### src/rtl/mips_ctrl_pkg.sv
// mips_ctrl_pkg: shared types and encodings for the multicycle MIPS controller
package mips_ctrl_pkg;
  typedef enum logic [3:0] {
    FETCH, DECODE, MEMADR, MEMRD, MEMWB, MEMWR,
    RTYPE_EX, ALU_WB, BRANCH, ADDI_EX, ADDI_WB, JUMP
  } state_t;
  typedef enum logic [1:0] {ADD, SUB, FUNCT} aluop_t;
  localparam logic [5:0] OP_RTYPE = 6'b000000;
  localparam logic [5:0] OP_LW    = 6'b100011;
  localparam logic [5:0] OP_SW    = 6'b101011;
  localparam logic [5:0] OP_BEQ   = 6'b000100;
  localparam logic [5:0] OP_ADDI  = 6'b001000;
  localparam logic [5:0] OP_J     = 6'b000010;
  localparam logic [5:0] F_ADD = 6'b100000;
  localparam logic [5:0] F_SUB = 6'b100010;
  localparam logic [5:0] F_AND = 6'b100100;
  localparam logic [5:0] F_OR  = 6'b100101;
  localparam logic [5:0] F_SLT = 6'b101010;
  localparam logic [2:0] AC_ADD = 3'b010;
  localparam logic [2:0] AC_SUB = 3'b110;
  localparam logic [2:0] AC_AND = 3'b000;
  localparam logic [2:0] AC_OR  = 3'b001;
  localparam logic [2:0] AC_SLT = 3'b111;
  localparam logic [1:0] SRCB_B = 2'b00, SRCB_4 = 2'b01, SRCB_IMM = 2'b10, SRCB_IMM_SH = 2'b11;
  localparam logic [1:0] PC_ALU = 2'b00, PC_ALUOUT = 2'b01, PC_JUMP = 2'b10;
endpackage

### src/rtl/alu_decoder.sv
// alu_decoder: maps aluop/funct to the ALU control code and flags unsupported functs
//   aluop         in  ADD/SUB/FUNCT request from the controller
//   funct         in  instruction[5:0]
//   alu_control   out ALU operation code
//   funct_illegal out funct not supported (only meaningful when aluop is FUNCT)
module alu_decoder
  import mips_ctrl_pkg::*;
#(
  parameter int ALU_CTRL_W = 3
) (
  input  aluop_t                aluop,
  input  logic [5:0]            funct,
  output logic [ALU_CTRL_W-1:0] alu_control,
  output logic                  funct_illegal
);
  logic [2:0] code;
  always_comb begin
    code = AC_ADD;
    funct_illegal = 1'b0;
    if (aluop == SUB) code = AC_SUB;
    else if (aluop == FUNCT)
      case (funct)
        F_ADD:   code = AC_ADD;
        F_SUB:   code = AC_SUB;
        F_AND:   code = AC_AND;
        F_OR:    code = AC_OR;
        F_SLT:   code = AC_SLT;
        default: funct_illegal = 1'b1;
      endcase
  end
  assign alu_control = ALU_CTRL_W'(code);
endmodule

### src/rtl/multicycle_control_fsm.sv
// multicycle_control_fsm: main controller sequencing the multicycle MIPS datapath
//   clk, reset     rising-edge clock, synchronous active-high reset
//   op, funct      instruction fields from IR; zero is the ALU zero flag
//   mem_ready      memory completes its access this cycle
//   enables        mem_read, mem_write, ir_write, pc_en, reg_write
//   mux selects    i_or_d, reg_dst, mem_to_reg, alu_src_a, alu_src_b, pc_src
//   alu_control    ALU operation; illegal_op / mem_timeout are one-cycle pulses
module multicycle_control_fsm
  import mips_ctrl_pkg::*;
#(
  parameter int ALU_CTRL_W  = 3,
  parameter int STALL_LIMIT = 255
) (
  input  logic                  clk,
  input  logic                  reset,
  input  logic [5:0]            op,
  input  logic [5:0]            funct,
  input  logic                  zero,
  input  logic                  mem_ready,
  output logic                  mem_read,
  output logic                  mem_write,
  output logic                  i_or_d,
  output logic                  ir_write,
  output logic                  pc_en,
  output logic                  reg_write,
  output logic                  reg_dst,
  output logic                  mem_to_reg,
  output logic                  alu_src_a,
  output logic [1:0]            alu_src_b,
  output logic [1:0]            pc_src,
  output logic [ALU_CTRL_W-1:0] alu_control,
  output logic                  illegal_op,
  output logic                  mem_timeout
);
  localparam int CW = $clog2(STALL_LIMIT + 1);
  state_t state, next;
  aluop_t aluop;
  logic [CW-1:0] stall_cnt;
  logic stall, funct_illegal, op_illegal;
  alu_decoder #(.ALU_CTRL_W(ALU_CTRL_W)) u_dec (
    .aluop(aluop), .funct(funct), .alu_control(alu_control), .funct_illegal(funct_illegal)
  );
  assign stall = (state inside {FETCH, MEMRD, MEMWR}) & ~mem_ready;
  assign op_illegal = !(op inside {OP_LW, OP_SW, OP_RTYPE, OP_BEQ, OP_ADDI, OP_J});
  assign aluop = state == BRANCH ? SUB : state == RTYPE_EX ? FUNCT : ADD;
  // stall counter saturates at the limit so the timeout pulse fires once per stall
  always_ff @(posedge clk)
    if (reset) begin
      state <= FETCH;
      stall_cnt <= '0;
    end else begin
      state <= next;
      stall_cnt <= !stall ? '0 : stall_cnt == CW'(STALL_LIMIT) ? stall_cnt : stall_cnt + CW'(1);
    end
  always_comb begin
    next = FETCH;
    case (state)
      FETCH:    next = mem_ready ? DECODE : FETCH;
      DECODE:   next = (op == OP_LW || op == OP_SW) ? MEMADR :
                       op == OP_RTYPE ? RTYPE_EX :
                       op == OP_BEQ   ? BRANCH :
                       op == OP_ADDI  ? ADDI_EX :
                       op == OP_J     ? JUMP : FETCH;
      MEMADR:   next = op == OP_SW ? MEMWR : MEMRD;
      MEMRD:    next = mem_ready ? MEMWB : MEMRD;
      MEMWR:    next = mem_ready ? FETCH : MEMWR;
      RTYPE_EX: next = funct_illegal ? FETCH : ALU_WB;
      ADDI_EX:  next = ADDI_WB;
      default:  next = FETCH;
    endcase
  end
  always_comb begin
    mem_read    = ~reset & (state == FETCH | state == MEMRD);
    mem_write   = ~reset & state == MEMWR;
    ir_write    = ~reset & state == FETCH & mem_ready;
    pc_en       = ~reset & (state == FETCH & mem_ready | state == JUMP | state == BRANCH & zero);
    reg_write   = ~reset & (state inside {MEMWB, ALU_WB, ADDI_WB});
    i_or_d      = state == MEMRD | state == MEMWR;
    reg_dst     = state == ALU_WB;
    mem_to_reg  = state == MEMWB;
    alu_src_a   = state inside {MEMADR, RTYPE_EX, BRANCH, ADDI_EX};
    alu_src_b   = state == FETCH ? SRCB_4 : state == DECODE ? SRCB_IMM_SH :
                  (state inside {MEMADR, ADDI_EX}) ? SRCB_IMM : SRCB_B;
    pc_src      = state == BRANCH ? PC_ALUOUT : state == JUMP ? PC_JUMP : PC_ALU;
    illegal_op  = ~reset & (state == DECODE & op_illegal | state == RTYPE_EX & funct_illegal);
    mem_timeout = ~reset & stall & stall_cnt == CW'(STALL_LIMIT - 1);
  end
endmodule

### config.mk
export PLATFORM = sky130hd
export DESIGN_NAME = multicycle_control_fsm
export DESIGN_NICKNAME = d
export VERILOG_FILES = /design/src/rtl/mips_ctrl_pkg.sv /design/src/rtl/alu_decoder.sv /design/src/rtl/multicycle_control_fsm.sv
export SDC_FILE = /design/constraint.sdc
export NUM_CORES = 1
export LEC_CHECK = 0
export CAP_MARGIN = 20
export CORE_UTILIZATION = 41
export DETAILED_ROUTE_END_ITERATION = 7
export GPL_TIMING_DRIVEN = 0
export PLACE_DENSITY = 0.72
export SLEW_MARGIN = 0
export SYNTH_ARGS = -nofsm -noshare
export SYNTH_HDL_FRONTEND = slang
export SYNTH_SLANG_ARGS = --single-unit
### constraint.sdc
create_clock -name clk -period 3.55 [get_ports clk]
set_clock_uncertainty 0.1 [all_clocks]
set_input_delay 0.5325 -clock clk [delete_from_list [all_inputs] [get_ports clk]]
set_output_delay 0.5325 -clock clk [all_outputs]
set_load 0.01 [all_outputs]
==> out/results.env <==
DRIVE_GT1_SHARE_PCT=7.22
SYNTH_CELLS=144
SWITCHING_POWER_uW=81.5
STARTPOINT_TYPE='primary input'
CTS.SINKS=12
CP.REQUIRED_NS=2.92
YOSYS.AREA_SHARE.ADDER_PCT=2.39
DETAILEDPLACEMENTHPWL_UM=2170
PLACEDCELLCOUNT=204
CELLINTERNALPOWER_uW=235
WORST_SLEW_MARGIN_REL_PCT=58.1
SYNTH-EDFF-COUNT=0
CTS.HTREE.LEVELS=1
POWER.SHARE.SEQUENTIAL_PCT=43.8
SYNTH_TOP_FAMILY_BY_AREA='simple AND/OR/NAND/NOR gates'
CLOCK_INSERTION_DELAY_WORST_SKEW_NS=0.27
POST_SYNTH_XOR_AREA_FRACTION_PCT=5.85
CRIT_SLOWEST_CELL='or4b_4'
MAXSLEWVIOLCOUNT=0
CTS-ROOT-BUF='clkbuf_4'
SYNTH.AVG_CELL_AREA_UM2=7.28
LAYOUT-AREA-OVERHEAD-VS-SYNTH_PCT=37.4
PLACE.PORT_BUFFERS=32
CTS-HOLD-FIX-BUFFERS=0
CLK_PIN_SLEW_WORST_PATHS_NS=0.08
POSTSYNTH.TOPFLOPCELL='dfxtp_1'
WORST_IR_DROP_VDD_mV=0.224
FIN_CELLS=208
WORST_PATH_DOMINANT_CELL_FAMILY='simple AND/OR/NAND/NOR gates'
POWER.SHARE.COMBINATIONAL_PCT=22.5
TIMING.CRITICAL_PATH.SLOWEST_CELL_DELAY_NS=0.51
GRT_USE_MET2_PCT=35.7
WORSTPATHMAXFANOUT=3
INITIAL_UTILIZATION_PCT=45.2
SWITCHING_SHARE_PCT=25.7
YOSYSUNIQUECELLTYPES=44
AVGROUTEDWIREPERCELL_UM=13.7
GRTUSAGETOTAL_PCT=22.6
ANTENNA_FOUND_INITIAL=0
POWER.LEAKAGE_uW=0.000449
WORST_PIN_SLEW_NS=0.625
POSTSYNTHNETCOUNT=162
TIMING.CRITICAL_PATH.ARRIVAL_NS=2.46
SYNTH_SIMPLE_GATE_AREA_SHARE_PCT=39.5
FLOORPLAN.DIE_AREA_UM2=2760
PATH_CELLS='clkdlybuf4s50_1 > nand2b_1 > or3_4 > or4b_4 > clkdlybuf4s50_1'
OUTCOME='completed'
DETAIL_ROUTE.DRC_VIOLATIONS=0
CLOCK_TREE_FROM_TRITONCTS='done'
GATES_RESIZED_CTS_REPAIR=0
CORE_AREA_UM2=2320
SYNTH_MUX_AREA_SHARE_PCT=2.98
DETAILEDROUTE.FIRSTPASSITERATIONCOUNT=4
SYNTH.LARGEST_AREA_CELL='dfxtp_1'
VIAS=1246
DIE-WIDTH_UM=52.6
GRT_SETUP_UNREPAIRED='no'
FIRST_GLOBAL_VIAS=1068
FP-ROW-COUNT=17
ITERATION_0_DRC_MARKERS=49
NETS=199
ANTENNA_VIOLATING_NETS_POST_ROUTE=0
WORSTHOLDPATHTYPE='flip-flop to flip-flop'
CLK_PATH_BUF_DEPTH=2
MET1_USAGE_PCT=29.6
FINAL_HOLD_VIOL_COUNT=0
CP_NUM_BUF_INV=2
TNS_NS=0
SYNTH_TOP_CELLS_BY_COUNT='17 x nor3_1, 15 x nor2_1, 12 x dfxtp_1, 8 x a21oi_1, 8 x clkbuf_1'
FINAL_PERIOD_MINUS_WORST_SETUP_SLACK_NS=3.09
POWER_DENSITY_nW_PER_UM2=220
IO-PIN-COUNT=34
POST_SYNTH_MAIN_AREA_CONTRIBUTORS='dfxtp_1 23%, nor3_1 8.1%, nor2_1 5.4%'
ANTENNA_FIX_CELLS=0
LAYOUT.CORE_UTILIZATION_PCT=62.1
GRT_PASS1_WL_UM=4670
MAXCAPVIOLATIONS=0
TIMING.CRITICAL_PATH.MODE_CELL='clkdlybuf4s50_1'
GRT.BUSIEST_LAYER='met2'
YOSYS_WARNING_COUNT=0
SYNTHMOSTINSTANTIATEDCELL='nor3_1'
CRIT_TYPE='primary input to primary output'
NETLIST_AREA_UM2=1050
SYNTH-ASYNC-RESET-RATIO_PCT=0
SEQ_AREA_FRAC_SYNTH_PCT=22.9
WIRELENGTH_UM=2850
CHIP_HEIGHT_UM=52.6
CLOCKPOWERSHARE_PCT=33.8
GRT_START_MAX_NET_PINS=11
SYNTH_COMPOUND_GATE_AREA_SHARE_PCT=20.2
ACHIEVABLE-FREQUENCY_MHz=323
CRIT_PATH_END_KIND='primary output'
ROUTABILITYCONGESTION=0.835
DETAIL_ROUTE.VIAS_PER_CELL=5.99
FF_LATCH_COUNT_SYNTH=12
POST_CTS_BUFFERS=0
GR-TOTAL-OVERFLOW=0
FINAL_MIN_PERIOD_OVER_CLOCK_PERIOD_PCT=87.2
SYNTH_TOP_CELL_AREA_SHARE_PCT=22.9
GLOBALROUTEMET3UTIL_PCT=5.80
FINALSETUPVIOLATIONS=0
CTS_BUFFERS=3
[path summary, 6_finish.rpt]
| path | endpoint | slack [ns] | cells past startpoint | start |
|---|---|---|---|---|
| max reg2reg | stall_cnt[6] | 1.74 | 4 | state[2] |
| min reg2reg | stall_cnt[6] | 0.45 | 2 | stall_cnt[6] |
| max | alu_control[1] | 0.46 | 5 | funct[4] |
| min | stall_cnt[6] | 0.45 | 2 | stall_cnt[6] |
[per-layer routing]
metal,up-vias,wire (µm)
met5,-,0
met4,0,15
met3,2,150
met2,45,1390
met1,589,1300
li1,610,-
[kinds of logic after synthesis]
| kind of cell | Yosys count |
|---|---|
| AND/OR/NAND/NOR | 74 |
| AO/OA/AOI/OAI | 31 |
| buffers and inverters | 15 |
| flip-flops | 12 |
| XOR/XNOR | 7 |
| multiplexers | 3 |
| adder cells (fa/ha/maj) | 2 |
[worst reg2reg max path, stage by stage (launching register included)]
cell	delay [ns]
dfxtp_1	0.45
clkbuf_1	0.38
nor3_1	0.08
o21ai_1	0.52
nor3_1	0.14
[registers in the layout (all words and copies together), names as in the netlist]
register   flops
state          4
stall_cnt      8
[area by class of cell]
type | instances | area, µm²
Clock buffer | 4 | 36.3
Multi-Input combinational cell | 117 | 743
Tap cell | 28 | 35.0
Fill cell | 202 | 878
Sequential cell | 12 | 240
Buffer | 10 | 46.3
Inverter | 5 | 18.8
Timing Repair Buffer | 32 | 320
[placed cells by master (no fill, tap or decap), types with 2 or more instances in the layout]
master            n
nand2_1           6
clkbuf_4          3
clkbuf_1          8
nor4b_1           2
a22oi_1           2
dfxtp_1          12
inv_1             5
xor2_1            3
a211oi_1          2
a31oi_1           2
nor2b_1           3
nand2b_1          6
ha_1              2
nand3_1           7
nor3_1           17
o21ai_0           5
nor2_1           15
nor4_1            5
mux2i_1           2
a21oi_1           8
a32oi_1           2
clkdlybuf4s50_1  32
xnor2_1           4
and3_1            4
[metrics by stage]
stage               worst slack (ns)  power, µW  cell area, µm²  hold WS [ns]
floorplan                       1.34        176            1050         0.396
global placement               0.448        211            1400         0.416
detailed placement             0.447        212            1400         0.439
CTS                            0.445        319            1440         0.452
global route                   0.262        336            1440         0.506
finish                         0.456        317            1440         0.445
[power groups by stage]
stage               combinational, µW  clock (µW)  sequential [µW]
finish                           71.2         107              139
floorplan                        34.2           0              142
global placement                 69.4           0              142
CTS                              70.9         110              139
global route                     77.8         119              139
detailed placement               70.5           0              142
Note: power is estimated with default switching activity, not from simulation.
